`config.mk`:
```
export PLATFORM = sky130hd
export DESIGN_NAME = i2c_reg_sequencer_flat
export DESIGN_NICKNAME = d
export VERILOG_FILES = /design/src/rtl/i2c_reg_sequencer_if.sv /design/src/rtl/i2c_reg_sequencer.sv /design/src/flat_wrapper.sv
export SDC_FILE = /design/constraint.sdc
export NUM_CORES = 1
export LEC_CHECK = 0
export CAP_MARGIN = 20
export CORE_MARGIN = 2
export CORE_UTILIZATION = 30
export DETAILED_ROUTE_END_ITERATION = 6
export SLEW_MARGIN = 15
export SYNTH_ARGS = -nofsm -noshare
export SYNTH_HDL_FRONTEND = slang
export SYNTH_SLANG_ARGS = --single-unit
```
`constraint.sdc`:
```
create_clock -name wb_clk_i -period 3.2 [get_ports wb_clk_i]
set_input_delay 0.64 -clock wb_clk_i [delete_from_list [all_inputs] [get_ports wb_clk_i]]
set_output_delay 0.64 -clock wb_clk_i [all_outputs]
set_load 0.02 [all_outputs]
```
`src/rtl/i2c_reg_sequencer_if.sv`:
```
// Bundle of the command/response handshake and the Wishbone master bus
// between the register sequencer and its neighbours.
interface i2c_reg_sequencer_if;
  // command / response side
  logic       cmd_valid;
  logic       cmd_ready;
  logic       cmd_rw;
  logic [7:0] cmd_reg;
  logic [7:0] cmd_wdata;
  logic       rsp_valid;
  logic [7:0] rsp_rdata;
  logic [1:0] rsp_err;
  logic       busy;
  // Wishbone side towards i2c_master_top
  logic [2:0] m_adr_o;
  logic [7:0] m_dat_o;
  logic [7:0] m_dat_i;
  logic       m_we_o;
  logic       m_stb_o;
  logic       m_cyc_o;
  logic       m_ack_i;

  // sequencer view
  modport master (
    input  cmd_valid, cmd_rw, cmd_reg, cmd_wdata, m_dat_i, m_ack_i,
    output cmd_ready, rsp_valid, rsp_rdata, rsp_err, busy,
           m_adr_o, m_dat_o, m_we_o, m_stb_o, m_cyc_o
  );

  // environment view (command source plus Wishbone slave)
  modport slave (
    output cmd_valid, cmd_rw, cmd_reg, cmd_wdata, m_dat_i, m_ack_i,
    input  cmd_ready, rsp_valid, rsp_rdata, rsp_err, busy,
           m_adr_o, m_dat_o, m_we_o, m_stb_o, m_cyc_o
  );
endinterface

```
`src/rtl/i2c_reg_sequencer.sv`:
```
// Wishbone master that drives i2c_master_top through single-byte register
// write and register read transactions to one fixed I2C slave.
module i2c_reg_sequencer #(
  parameter logic [15:0] PRESCALE   = 16'h003F,
  parameter logic [6:0]  SLAVE_ADDR = 7'h10,
  parameter logic [15:0] POLL_LIMIT = 16'd4096
) (
  input logic wb_clk_i,
  input logic wb_rst_ni,
  i2c_reg_sequencer_if.master bus
);
  localparam logic [2:0] ADR_PRER_LO = 3'd0;
  localparam logic [2:0] ADR_PRER_HI = 3'd1;
  localparam logic [2:0] ADR_CTR     = 3'd2;
  localparam logic [2:0] ADR_TXR     = 3'd3;  // RXR when read
  localparam logic [2:0] ADR_CR      = 3'd4;  // SR when read
  localparam logic [7:0] CR_STOP     = 8'h40;
  localparam logic [1:0] ERR_OK      = 2'b00;
  localparam logic [1:0] ERR_NACK    = 2'b01;
  localparam logic [1:0] ERR_AL      = 2'b10;
  localparam logic [1:0] ERR_TIMEOUT = 2'b11;

  typedef enum logic [1:0] {WB_IDLE, WB_BUSY, WB_GAP} wb_state_e;
  typedef enum logic [3:0] {
    S_INIT_LO, S_INIT_HI, S_INIT_CTR, S_IDLE, S_TXR, S_CR, S_POLL,
    S_NACK_STOP, S_NACK_POLL, S_TO_STOP, S_RXR, S_RESP
  } state_e;
  typedef enum logic [2:0] {PH_AW, PH_REG, PH_DAT, PH_AR, PH_RD} phase_e;

  state_e     state_q, state_d;
  phase_e     phase_q, phase_d;
  wb_state_e  wb_state_q, wb_state_d;
  logic [15:0] poll_cnt_q, poll_cnt_d, poll_cnt_inc;
  logic       rw_q, rw_d;
  logic [7:0] reg_q, reg_d, wdata_q, wdata_d;
  logic       rsp_valid_q, rsp_valid_d;
  logic [7:0] rsp_rdata_q, rsp_rdata_d;
  logic [1:0] rsp_err_q, rsp_err_d;
  logic       m_cyc_q, m_cyc_d, m_stb_q, m_stb_d, m_we_q, m_we_d;
  logic [2:0] m_adr_q, m_adr_d;
  logic [7:0] m_dat_q, m_dat_d;
  // request from the main FSM to the shared Wishbone access engine
  logic       wb_req, wb_we, wb_done;
  logic [2:0] wb_adr;
  logic [7:0] wb_dat;
  logic [7:0] txr_byte, cr_byte;

  assign wb_done      = (wb_state_q == WB_BUSY) && bus.m_ack_i;
  assign poll_cnt_inc = poll_cnt_q + 16'd1;

  assign bus.cmd_ready = (state_q == S_IDLE);
  assign bus.busy      = (state_q != S_IDLE);
  assign bus.rsp_valid = rsp_valid_q;
  assign bus.rsp_rdata = rsp_rdata_q;
  assign bus.rsp_err   = rsp_err_q;
  assign bus.m_cyc_o   = m_cyc_q;
  assign bus.m_stb_o   = m_stb_q;
  assign bus.m_we_o    = m_we_q;
  assign bus.m_adr_o   = m_adr_q;
  assign bus.m_dat_o   = m_dat_q;

  // TXR and CR bytes belonging to the current phase
  always_comb begin
    txr_byte = {SLAVE_ADDR, 1'b0};
    cr_byte  = 8'h90;
    case (phase_q)
      PH_AW:   begin txr_byte = {SLAVE_ADDR, 1'b0}; cr_byte = 8'h90; end
      PH_REG:  begin txr_byte = reg_q;              cr_byte = 8'h10; end
      PH_DAT:  begin txr_byte = wdata_q;            cr_byte = 8'h50; end
      PH_AR:   begin txr_byte = {SLAVE_ADDR, 1'b1}; cr_byte = 8'h90; end
      default: begin txr_byte = 8'h00;              cr_byte = 8'h68; end
    endcase
  end

  // shared access engine: one access, cleared on ack, then one idle cycle
  always_comb begin
    wb_state_d = wb_state_q;
    m_cyc_d = m_cyc_q;
    m_stb_d = m_stb_q;
    m_we_d  = m_we_q;
    m_adr_d = m_adr_q;
    m_dat_d = m_dat_q;
    case (wb_state_q)
      WB_IDLE: if (wb_req) begin
        m_cyc_d = 1'b1;
        m_stb_d = 1'b1;
        m_we_d  = wb_we;
        m_adr_d = wb_adr;
        m_dat_d = wb_we ? wb_dat : 8'h00;
        wb_state_d = WB_BUSY;
      end
      WB_BUSY: if (bus.m_ack_i) begin
        m_cyc_d = 1'b0;
        m_stb_d = 1'b0;
        m_we_d  = 1'b0;
        m_adr_d = 3'd0;
        m_dat_d = 8'h00;
        wb_state_d = WB_GAP;
      end
      default: wb_state_d = WB_IDLE;
    endcase
  end

  // transaction sequencing: init, phases, status checks, response
  always_comb begin
    state_d     = state_q;
    phase_d     = phase_q;
    poll_cnt_d  = poll_cnt_q;
    rw_d        = rw_q;
    reg_d       = reg_q;
    wdata_d     = wdata_q;
    rsp_valid_d = 1'b0;
    rsp_rdata_d = rsp_rdata_q;
    rsp_err_d   = rsp_err_q;
    wb_req      = 1'b0;
    wb_we       = 1'b0;
    wb_adr      = 3'd0;
    wb_dat      = 8'h00;
    case (state_q)
      S_INIT_LO: begin
        wb_req = 1'b1; wb_we = 1'b1; wb_adr = ADR_PRER_LO; wb_dat = PRESCALE[7:0];
        if (wb_done) state_d = S_INIT_HI;
      end
      S_INIT_HI: begin
        wb_req = 1'b1; wb_we = 1'b1; wb_adr = ADR_PRER_HI; wb_dat = PRESCALE[15:8];
        if (wb_done) state_d = S_INIT_CTR;
      end
      S_INIT_CTR: begin
        wb_req = 1'b1; wb_we = 1'b1; wb_adr = ADR_CTR; wb_dat = 8'h80;
        if (wb_done) state_d = S_IDLE;
      end
      S_IDLE: if (bus.cmd_valid) begin
        rw_d    = bus.cmd_rw;
        reg_d   = bus.cmd_reg;
        wdata_d = bus.cmd_wdata;
        phase_d = PH_AW;
        state_d = S_TXR;
      end
      S_TXR: begin
        wb_req = 1'b1; wb_we = 1'b1; wb_adr = ADR_TXR; wb_dat = txr_byte;
        if (wb_done) state_d = S_CR;
      end
      S_CR: begin
        wb_req = 1'b1; wb_we = 1'b1; wb_adr = ADR_CR; wb_dat = cr_byte;
        if (wb_done) begin
          poll_cnt_d = 16'd0;
          state_d    = S_POLL;
        end
      end
      S_POLL: begin
        wb_req = 1'b1; wb_adr = ADR_CR;
        if (wb_done) begin
          if (bus.m_dat_i[1]) begin
            // still transferring: count this read, give up at the limit
            poll_cnt_d = poll_cnt_inc;
            if (poll_cnt_inc >= POLL_LIMIT) state_d = S_TO_STOP;
          end else if (bus.m_dat_i[5]) begin
            // lost arbitration: the bus is not ours, so no STOP
            state_d = S_RESP; rsp_valid_d = 1'b1; rsp_err_d = ERR_AL;
          end else if (bus.m_dat_i[7] && (phase_q != PH_RD)) begin
            if (phase_q == PH_DAT) begin
              state_d = S_RESP; rsp_valid_d = 1'b1; rsp_err_d = ERR_NACK;
            end else begin
              state_d = S_NACK_STOP;
            end
          end else begin
            case (phase_q)
              PH_AW:  begin phase_d = PH_REG; state_d = S_TXR; end
              PH_REG: begin phase_d = rw_q ? PH_AR : PH_DAT; state_d = S_TXR; end
              PH_DAT: begin state_d = S_RESP; rsp_valid_d = 1'b1; rsp_err_d = ERR_OK; end
              PH_AR:  begin phase_d = PH_RD; state_d = S_CR; end
              default: state_d = S_RXR;
            endcase
          end
        end
      end
      S_NACK_STOP: begin
        wb_req = 1'b1; wb_we = 1'b1; wb_adr = ADR_CR; wb_dat = CR_STOP;
        if (wb_done) state_d = S_NACK_POLL;
      end
      S_NACK_POLL: begin
        wb_req = 1'b1; wb_adr = ADR_CR;
        if (wb_done && !bus.m_dat_i[6]) begin
          state_d = S_RESP; rsp_valid_d = 1'b1; rsp_err_d = ERR_NACK;
        end
      end
      S_TO_STOP: begin
        wb_req = 1'b1; wb_we = 1'b1; wb_adr = ADR_CR; wb_dat = CR_STOP;
        if (wb_done) begin
          state_d = S_RESP; rsp_valid_d = 1'b1; rsp_err_d = ERR_TIMEOUT;
        end
      end
      S_RXR: begin
        wb_req = 1'b1; wb_adr = ADR_TXR;
        if (wb_done) begin
          rsp_rdata_d = bus.m_dat_i;
          state_d = S_RESP; rsp_valid_d = 1'b1; rsp_err_d = ERR_OK;
        end
      end
      S_RESP:  state_d = S_IDLE;
      default: state_d = S_INIT_LO;
    endcase
  end

  // state and output registers; reset abandons any transfer in flight
  always_ff @(posedge wb_clk_i) begin
    if (!wb_rst_ni) begin
      state_q     <= S_INIT_LO;
      phase_q     <= PH_AW;
      wb_state_q  <= WB_IDLE;
      poll_cnt_q  <= 16'd0;
      rw_q        <= 1'b0;
      reg_q       <= 8'h00;
      wdata_q     <= 8'h00;
      rsp_valid_q <= 1'b0;
      rsp_rdata_q <= 8'h00;
      rsp_err_q   <= 2'b00;
      m_cyc_q     <= 1'b0;
      m_stb_q     <= 1'b0;
      m_we_q      <= 1'b0;
      m_adr_q     <= 3'd0;
      m_dat_q     <= 8'h00;
    end else begin
      state_q     <= state_d;
      phase_q     <= phase_d;
      wb_state_q  <= wb_state_d;
      poll_cnt_q  <= poll_cnt_d;
      rw_q        <= rw_d;
      reg_q       <= reg_d;
      wdata_q     <= wdata_d;
      rsp_valid_q <= rsp_valid_d;
      rsp_rdata_q <= rsp_rdata_d;
      rsp_err_q   <= rsp_err_d;
      m_cyc_q     <= m_cyc_d;
      m_stb_q     <= m_stb_d;
      m_we_q      <= m_we_d;
      m_adr_q     <= m_adr_d;
      m_dat_q     <= m_dat_d;
    end
  end
endmodule
```
`src/flat_wrapper.sv`:
```
// flat-port wrapper written by rule: the top's interface ports become plain ports
module i2c_reg_sequencer_flat 
#(
  parameter logic [15:0] PRESCALE   = 16'h003F,
  parameter logic [6:0]  SLAVE_ADDR = 7'h10,
  parameter logic [15:0] POLL_LIMIT = 16'd4096
)
  (wb_clk_i, wb_rst_ni, bus_cmd_valid, bus_cmd_rw, bus_cmd_reg, bus_cmd_wdata, bus_m_dat_i, bus_m_ack_i, bus_cmd_ready, bus_rsp_valid, bus_rsp_rdata, bus_rsp_err, bus_busy, bus_m_adr_o, bus_m_dat_o, bus_m_we_o, bus_m_stb_o, bus_m_cyc_o);
  i2c_reg_sequencer_if bus_i ();
  input logic wb_clk_i;
  input logic wb_rst_ni;
  input wire logic [$bits(bus_i.cmd_valid)-1:0] bus_cmd_valid;
  input wire logic [$bits(bus_i.cmd_rw)-1:0] bus_cmd_rw;
  input wire logic [$bits(bus_i.cmd_reg)-1:0] bus_cmd_reg;
  input wire logic [$bits(bus_i.cmd_wdata)-1:0] bus_cmd_wdata;
  input wire logic [$bits(bus_i.m_dat_i)-1:0] bus_m_dat_i;
  input wire logic [$bits(bus_i.m_ack_i)-1:0] bus_m_ack_i;
  output wire logic [$bits(bus_i.cmd_ready)-1:0] bus_cmd_ready;
  output wire logic [$bits(bus_i.rsp_valid)-1:0] bus_rsp_valid;
  output wire logic [$bits(bus_i.rsp_rdata)-1:0] bus_rsp_rdata;
  output wire logic [$bits(bus_i.rsp_err)-1:0] bus_rsp_err;
  output wire logic [$bits(bus_i.busy)-1:0] bus_busy;
  output wire logic [$bits(bus_i.m_adr_o)-1:0] bus_m_adr_o;
  output wire logic [$bits(bus_i.m_dat_o)-1:0] bus_m_dat_o;
  output wire logic [$bits(bus_i.m_we_o)-1:0] bus_m_we_o;
  output wire logic [$bits(bus_i.m_stb_o)-1:0] bus_m_stb_o;
  output wire logic [$bits(bus_i.m_cyc_o)-1:0] bus_m_cyc_o;
  assign bus_i.cmd_valid = bus_cmd_valid;
  assign bus_i.cmd_rw = bus_cmd_rw;
  assign bus_i.cmd_reg = bus_cmd_reg;
  assign bus_i.cmd_wdata = bus_cmd_wdata;
  assign bus_i.m_dat_i = bus_m_dat_i;
  assign bus_i.m_ack_i = bus_m_ack_i;
  assign bus_cmd_ready = bus_i.cmd_ready;
  assign bus_rsp_valid = bus_i.rsp_valid;
  assign bus_rsp_rdata = bus_i.rsp_rdata;
  assign bus_rsp_err = bus_i.rsp_err;
  assign bus_busy = bus_i.busy;
  assign bus_m_adr_o = bus_i.m_adr_o;
  assign bus_m_dat_o = bus_i.m_dat_o;
  assign bus_m_we_o = bus_i.m_we_o;
  assign bus_m_stb_o = bus_i.m_stb_o;
  assign bus_m_cyc_o = bus_i.m_cyc_o;
  i2c_reg_sequencer #(.PRESCALE(PRESCALE), .SLAVE_ADDR(SLAVE_ADDR), .POLL_LIMIT(POLL_LIMIT)) u_core (.wb_clk_i(wb_clk_i), .wb_rst_ni(wb_rst_ni), .bus(bus_i));
endmodule
```
==> Yosys cells after proc, flatten, opt, wreduce, memory -nomap -nowiden <==
Index checks and enable logic that the tools add are counted.
{ "classes": {"addsub": 1, "magnitude_cmp": 1, "eq_ne": 38, "muxes": 67, "n_reduce_logical": 27} }
{ "ops": {"columns": ["operator", "n"], "rows": [
  ["two-way mux 4 bit", 15],
  ["two-way mux 16 bit", 3],
  ["one-hot mux 4 bit (11 select lines)", 1],
  ["one-hot mux 8 bit (5 select lines)", 1],
  ["one-hot mux 16 bit (2 select lines)", 1],
  ["one-hot mux 8 bit (4 select lines)", 1],
  ["two-way mux 8 bit", 3],
  ["inequality test 2 x 1 -> 1 bit (second input constant)", 12],
  ["one-hot mux 8 bit (3 select lines)", 1],
  ["two-way mux 2 bit", 11],
  ["two-way mux 3 bit", 7],
  ["adder 16 x 1 -> 16 bit (second input constant)", 1],
  ["== test 4 x 3 -> 1 bit (second input constant)", 4],
  ["== test 4 bit (second input constant)", 4],
  ["greater-or-equal comparator 16 x 13 -> 1 bit (second input constant)", 1],
  ["one-hot mux 8 bit (2 select lines)", 1],
  ["AND reduction 7 bit", 2],
  ["two-way mux 1 bit", 12],
  ["inequality test 2 bit (second input constant)", 6],
  ["one-hot mux 3 bit (2 select lines)", 2],
  ["one-hot mux 3 bit (4 select lines)", 1],
  ["one-hot mux 4 bit (3 select lines)", 1],
  ["AND reduction 11 bit", 1],
  ["OR reduction 10 bit", 1],
  ["27 further kinds", 41]
]} }
{ "word_totals": {"ff_bits": 66, "inputBits": 29, "output_inout_bits": 27} }

==> Depth between registers and ports, before layout <==
{ "depth": {"depth_word": 8, "mapped_depth": 9, "mapped_depth_nobuf": 7} }

==> Least setup slack after synthesis <==
Ideal clock, no wire load.
{ "synth_path": {"path_kind": "register -> register", "start": "register u_core.poll_cnt_q[0]", "end": "register u_core.state_q[3]", "arrival_time_ns": 2.093, "required_time_ns": 3.078, "path_slack_ns": 0.985, "stages_incl_launch_ff": 8, "path_buffers": 0, "period_less_slack_ns": 2.215, "path_cell_list": "dfxtp_1 > ha_1 > nand3_1 > or2_4 > or4_4 > a211oi_2 > nor2_1 > o311a_1"} }
{ "synth_via": {"elab_chain_len": 4} }
{ "synth_lines": {"columns": ["item", "line_no", "text"], "rows": [
  ["from (decl)", "i2c_reg_sequencer.sv:33", "logic [15:0] poll_cnt_q, poll_cnt_d, poll_cnt_inc;"],
  ["from (signal assigned)", "i2c_reg_sequencer.sv:227", "poll_cnt_q <= poll_cnt_d;"],
  ["adder 16 x 1 -> 16 bit", "i2c_reg_sequencer.sv:49", "assign poll_cnt_inc = poll_cnt_q + 16'd1;"],
  ["greater-or-equal comparator 16 x 13 -> 1 bit", "i2c_reg_sequencer.sv:156", "if (poll_cnt_inc >= POLL_LIMIT) state_d = S_TO_STOP;"],
  ["inequality test 3 x 2 -> 1 bit (no line)", null, null],
  ["AND reduction 11 bit (no line)", null, null],
  ["to (signal assigned)", "i2c_reg_sequencer.sv:224", "state_q <= state_d;"],
  ["to (decl)", "i2c_reg_sequencer.sv:30", "state_e state_q, state_d;"]
]} }
Every way passes these cells.
A chain may end at the register's enable or synchronous reset.

==> Worst setup path after layout <==
{ "layout_path": {"start": "register u_core.state_q[3]", "end": "output bus_cmd_ready"} }
{ "layout_via": {"elab_chain_len": 1} }
{ "layout_lines": {"columns": ["item", "line_no", "text"], "rows": [
  ["== test 4 x 2 -> 1 bit", "i2c_reg_sequencer.sv:51", "assign bus.cmd_ready = (state_q == S_IDLE);"],
  ["to (decl)", "flat_wrapper.sv:18", "output wire logic [$bits(bus_i.cmd_ready)-1:0] bus_cmd_ready;"]
]} }
Every way passes these cells.

==> metrics <==
status finished, final reports clean; vias in the first global route between 2k and 3k; largest net degree at the start of global routing 55; synthesis-to-finish area growth 26.53%; fin cells about 600; setup violators final 0; total gr overflow 0; I/O pin cnt 56; async set or reset register ratio after synthesis 0%; Root Driver clkbuf_8; Synth Instances approximately 420; power per cell area roughly 440 nW/µm²; Hold Crit Depth 2; Post-CTS Resized 0; Core ar. a little over 10000 µm²; Synth Cell Area 3221 µm²; WP data arrival 2.10 ns; Period minus WS final roughly 2.7 ns; f_max around 370 MHz; Post-CTS Hold Fix Bufs 0; diode count 0; synthesis warning total 0; Routed WL per cell 13.75 µm; Mean Syn Cell Area 7.705 µm²; Hold EP u_core.bus.m_dat_o[3]$_SDFFE_PN0P_; Final Hold Fails 0; HP Class reg -> reg; cell depth of the worst flop-to-flop path 7; Post-Syn Nets between 400 and 500; Fin Setup TNS 0 ns; Rows 37; Clock Tree Buf Depth 2; WS Path Type reg -> out; final WL roughly 8300 µm; CP Data Required Time between 2 and 3 ns; Netlist cell types 55; Min-Delay Startpoint u_core.bus.m_dat_o[3]$_SDFFE_PN0P_; crit-path max FO 9; Synth area leader dfxtp_1; drt pass-1 iters 4; NumNets Final between 400 and 500; first-pass GRT wire length roughly 14000 µm; RSZ-0062 raised after global routing false; total track usage about 15%; fillers roughly 1.1k; fraction of layout cells with a size suffix above 1 5.983%; DP HPWL between 5000 and 6000 µm; startpoint type of the worst setup path register; routed vias around 3.1k; Final Wtd Congestion a little under 0.9; CP Capture Type output port; Vias per Instance 5.084; clk_lat worst skew approximately 0.34 ns; worst slew pin tran roughly 0.95 ns; Die X around 110 µm; synth top area cells dfxtp_1 (41%), nand2_1 (7.7%), a21oi_1 (6.7%); Seq/Total Area, Yosys 41.03%; top_reg_cell synth dfxtp_1; clock slew seen by the registers of the worst setup and hold paths ~0.070 ns; placed cells just under 600; initial antenna violation count 0; Clock Skews between 0.007 and 0.008 ns; Synth Register Bits 66; Initial Utilization between 30% and 40%; static leakage approximately 1.4 nW; postcts setup bufs 0; initial DRC count around 190; die area 11580 µm²; Max-slew headroom a little over a third; H-Tree Depth 3; PortBufs 55; Post-synth EDFFs 0; Max Transition Viols Final 0; Reg2Reg Setup Slack about 0.75 ns; die span in y ~110 µm; Max IR drop VDD approximately 0.19 mV; Num CTS Buffers 9; Post-DRT Antenna Nets 0; R2R Path Start u_core.poll_cnt_q[1]$_SDFFE_PN0P_; TritonCTS clock tree done; end of the worst register-to-register path u_core.state_q[3]$_SDFFE_PN0P_; Period Utilization, post-route between 80 and 90%; most frequent cells in the layout nand2_1 (66), dfxtp_1 (66), clkdlybuf4s50_1 (55), nor2_1 (50), a21oi_1 (43); DRC violations left 0; share of Yosys cell area claimed by the top area cell type around two fifths; CTS Sinks 66; # Max-Cap Violations 0
## worst max path at each step
stage | startpoint | endpoint | slack [ns] | cells past startpoint
after floorplan | u_core.poll_cnt_q[0]$_SDFFE_PN0P_ | u_core.state_q[3]$_SDFFE_PN0P_ | 0.99 | 7
after global placement | bus_m_dat_i[1] | u_core.state_q[3]$_SDFFE_PN0P_ | 0.45 | 6
after detailed placement | bus_m_dat_i[1] | u_core.state_q[3]$_SDFFE_PN0P_ | 0.42 | 6
after CTS | u_core.state_q[3]$_SDFFE_PN0P_ | bus_cmd_ready | 0.48 | 3
after global routing | u_core.state_q[3]$_SDFFE_PN0P_ | bus_cmd_ready | 0.35 | 3
final | u_core.state_q[3]$_SDFFE_PN0P_ | bus_cmd_ready | 0.46 | 3
## cells in the mapped netlist, types with 2 or more instances
cell and instances:
a21o_1 2, nand2_1 66, nor2b_1 3, a21oi_1 43, nand2b_1 13, and3_1 6
nor4_1 4, nor3_1 13, nand4_1 6, mux2_2 2, a221oi_1 2, buf_2 2
or3_1 3, o22ai_1 2, nor2_1 50, clkbuf_1 24, a22oi_1 7, mux2i_1 9
a311oi_1 7, inv_1 7, o21a_1 2, o21ai_0 16, dfxtp_1 66, o211ai_1 2
a31oi_1 5, xor2_1 5, nand3_1 11, and2b_1 3, nand3b_1 3, o21ai_1 2
and2_1 6, xnor2_1 3
## registers in the layout (all words and copies together), names as in the netlist
name,flops
u_core.bus.m_we_o,1
u_core.reg_q,8
u_core.phase_q,3
u_core.bus.m_adr_o,3
u_core.bus.rsp_rdata,8
u_core.bus.m_dat_o,8
u_core.wdata_q,8
u_core.poll_cnt_q,16
u_core.state_q,4
u_core.bus.m_cyc_o,1
u_core.wb_state_q,2
u_core.bus.rsp_err,2
u_core.bus.rsp_valid,1
u_core.rw_q,1
## cells by family after synthesis
logic type,count (synthesis),synth area share [%]
DFF,66,41.03
AOI/OAI and AO/OA,102,19.54
buffers and inverters,35,4.274
adders and majority gates,1,0.3884
muxes,11,3.497
and+or+nand+nor,195,29.10
xor gates and xnor gates,8,2.176
## critical path: stages, from the launching register on
cell,delay [ns]
dfxtp_1,0.39
buf_4,0.20
nor3_1,0.46
clkdlybuf4s50_1,0.71
## final cells by class
cell class / instances / area, µm² / share of cell area, %
clock buffer: 12 / 145.1 / 3.562
inverter: 8 / 30.03 / 0.7369
clock inverter: 4 / 51.30 / 1.259
timing repair buffer: 61 / 595.6 / 14.61
tap: 136 / 170.2 / 4.176
multi-input combinational: 317 / 1762 / 43.23
sequential: 66 / 1321 / 32.42
## per-layer routing
layer / global-route usage [%] / part of all wire [%] / routed length (µm) / vias to the layer above
met1: 18.72 / 47 / 3880 / 1443
li1: - / - / - / 1559
met5: 0 / 0 / 0 / -
met3: 3.874 / 3.9 / 324 / 12
met4: 5.128 / 1.3 / 112 / 0
met2: 25.79 / 48 / 3987 / 57
## per-stage QoR
step	cell area, µm²	hold WS, ns	total power, mW	utilization, %	setup slack (ns)
3_3_place_gp	3879	0.4439	1.107	37.40	0.4480
4_1_cts	4075	0.4558	1.817	39.30	0.4825
2_1_floorplan	3221	0.4328	1.006	-	0.9853
3_5_place_dp	3879	0.4454	1.108	37.40	0.4204
6_report	4075	0.4516	1.799	39.30	0.4646
5_1_grt	4075	0.4783	1.883	39.30	0.3523
## where the power goes
| part | switching (mW) | internal, mW | leakage [nW] | total (mW) |
|---|---|---|---|---|
| combinational | 0.127 | 0.105 | 0.791 | 0.232 |
| clock | 0.328 | 0.382 | 0.0966 | 0.709 |
| sequential | 0.0133 | 0.844 | 0.535 | 0.857 |
No activity file was read; power rests on OpenSTA's default activity.
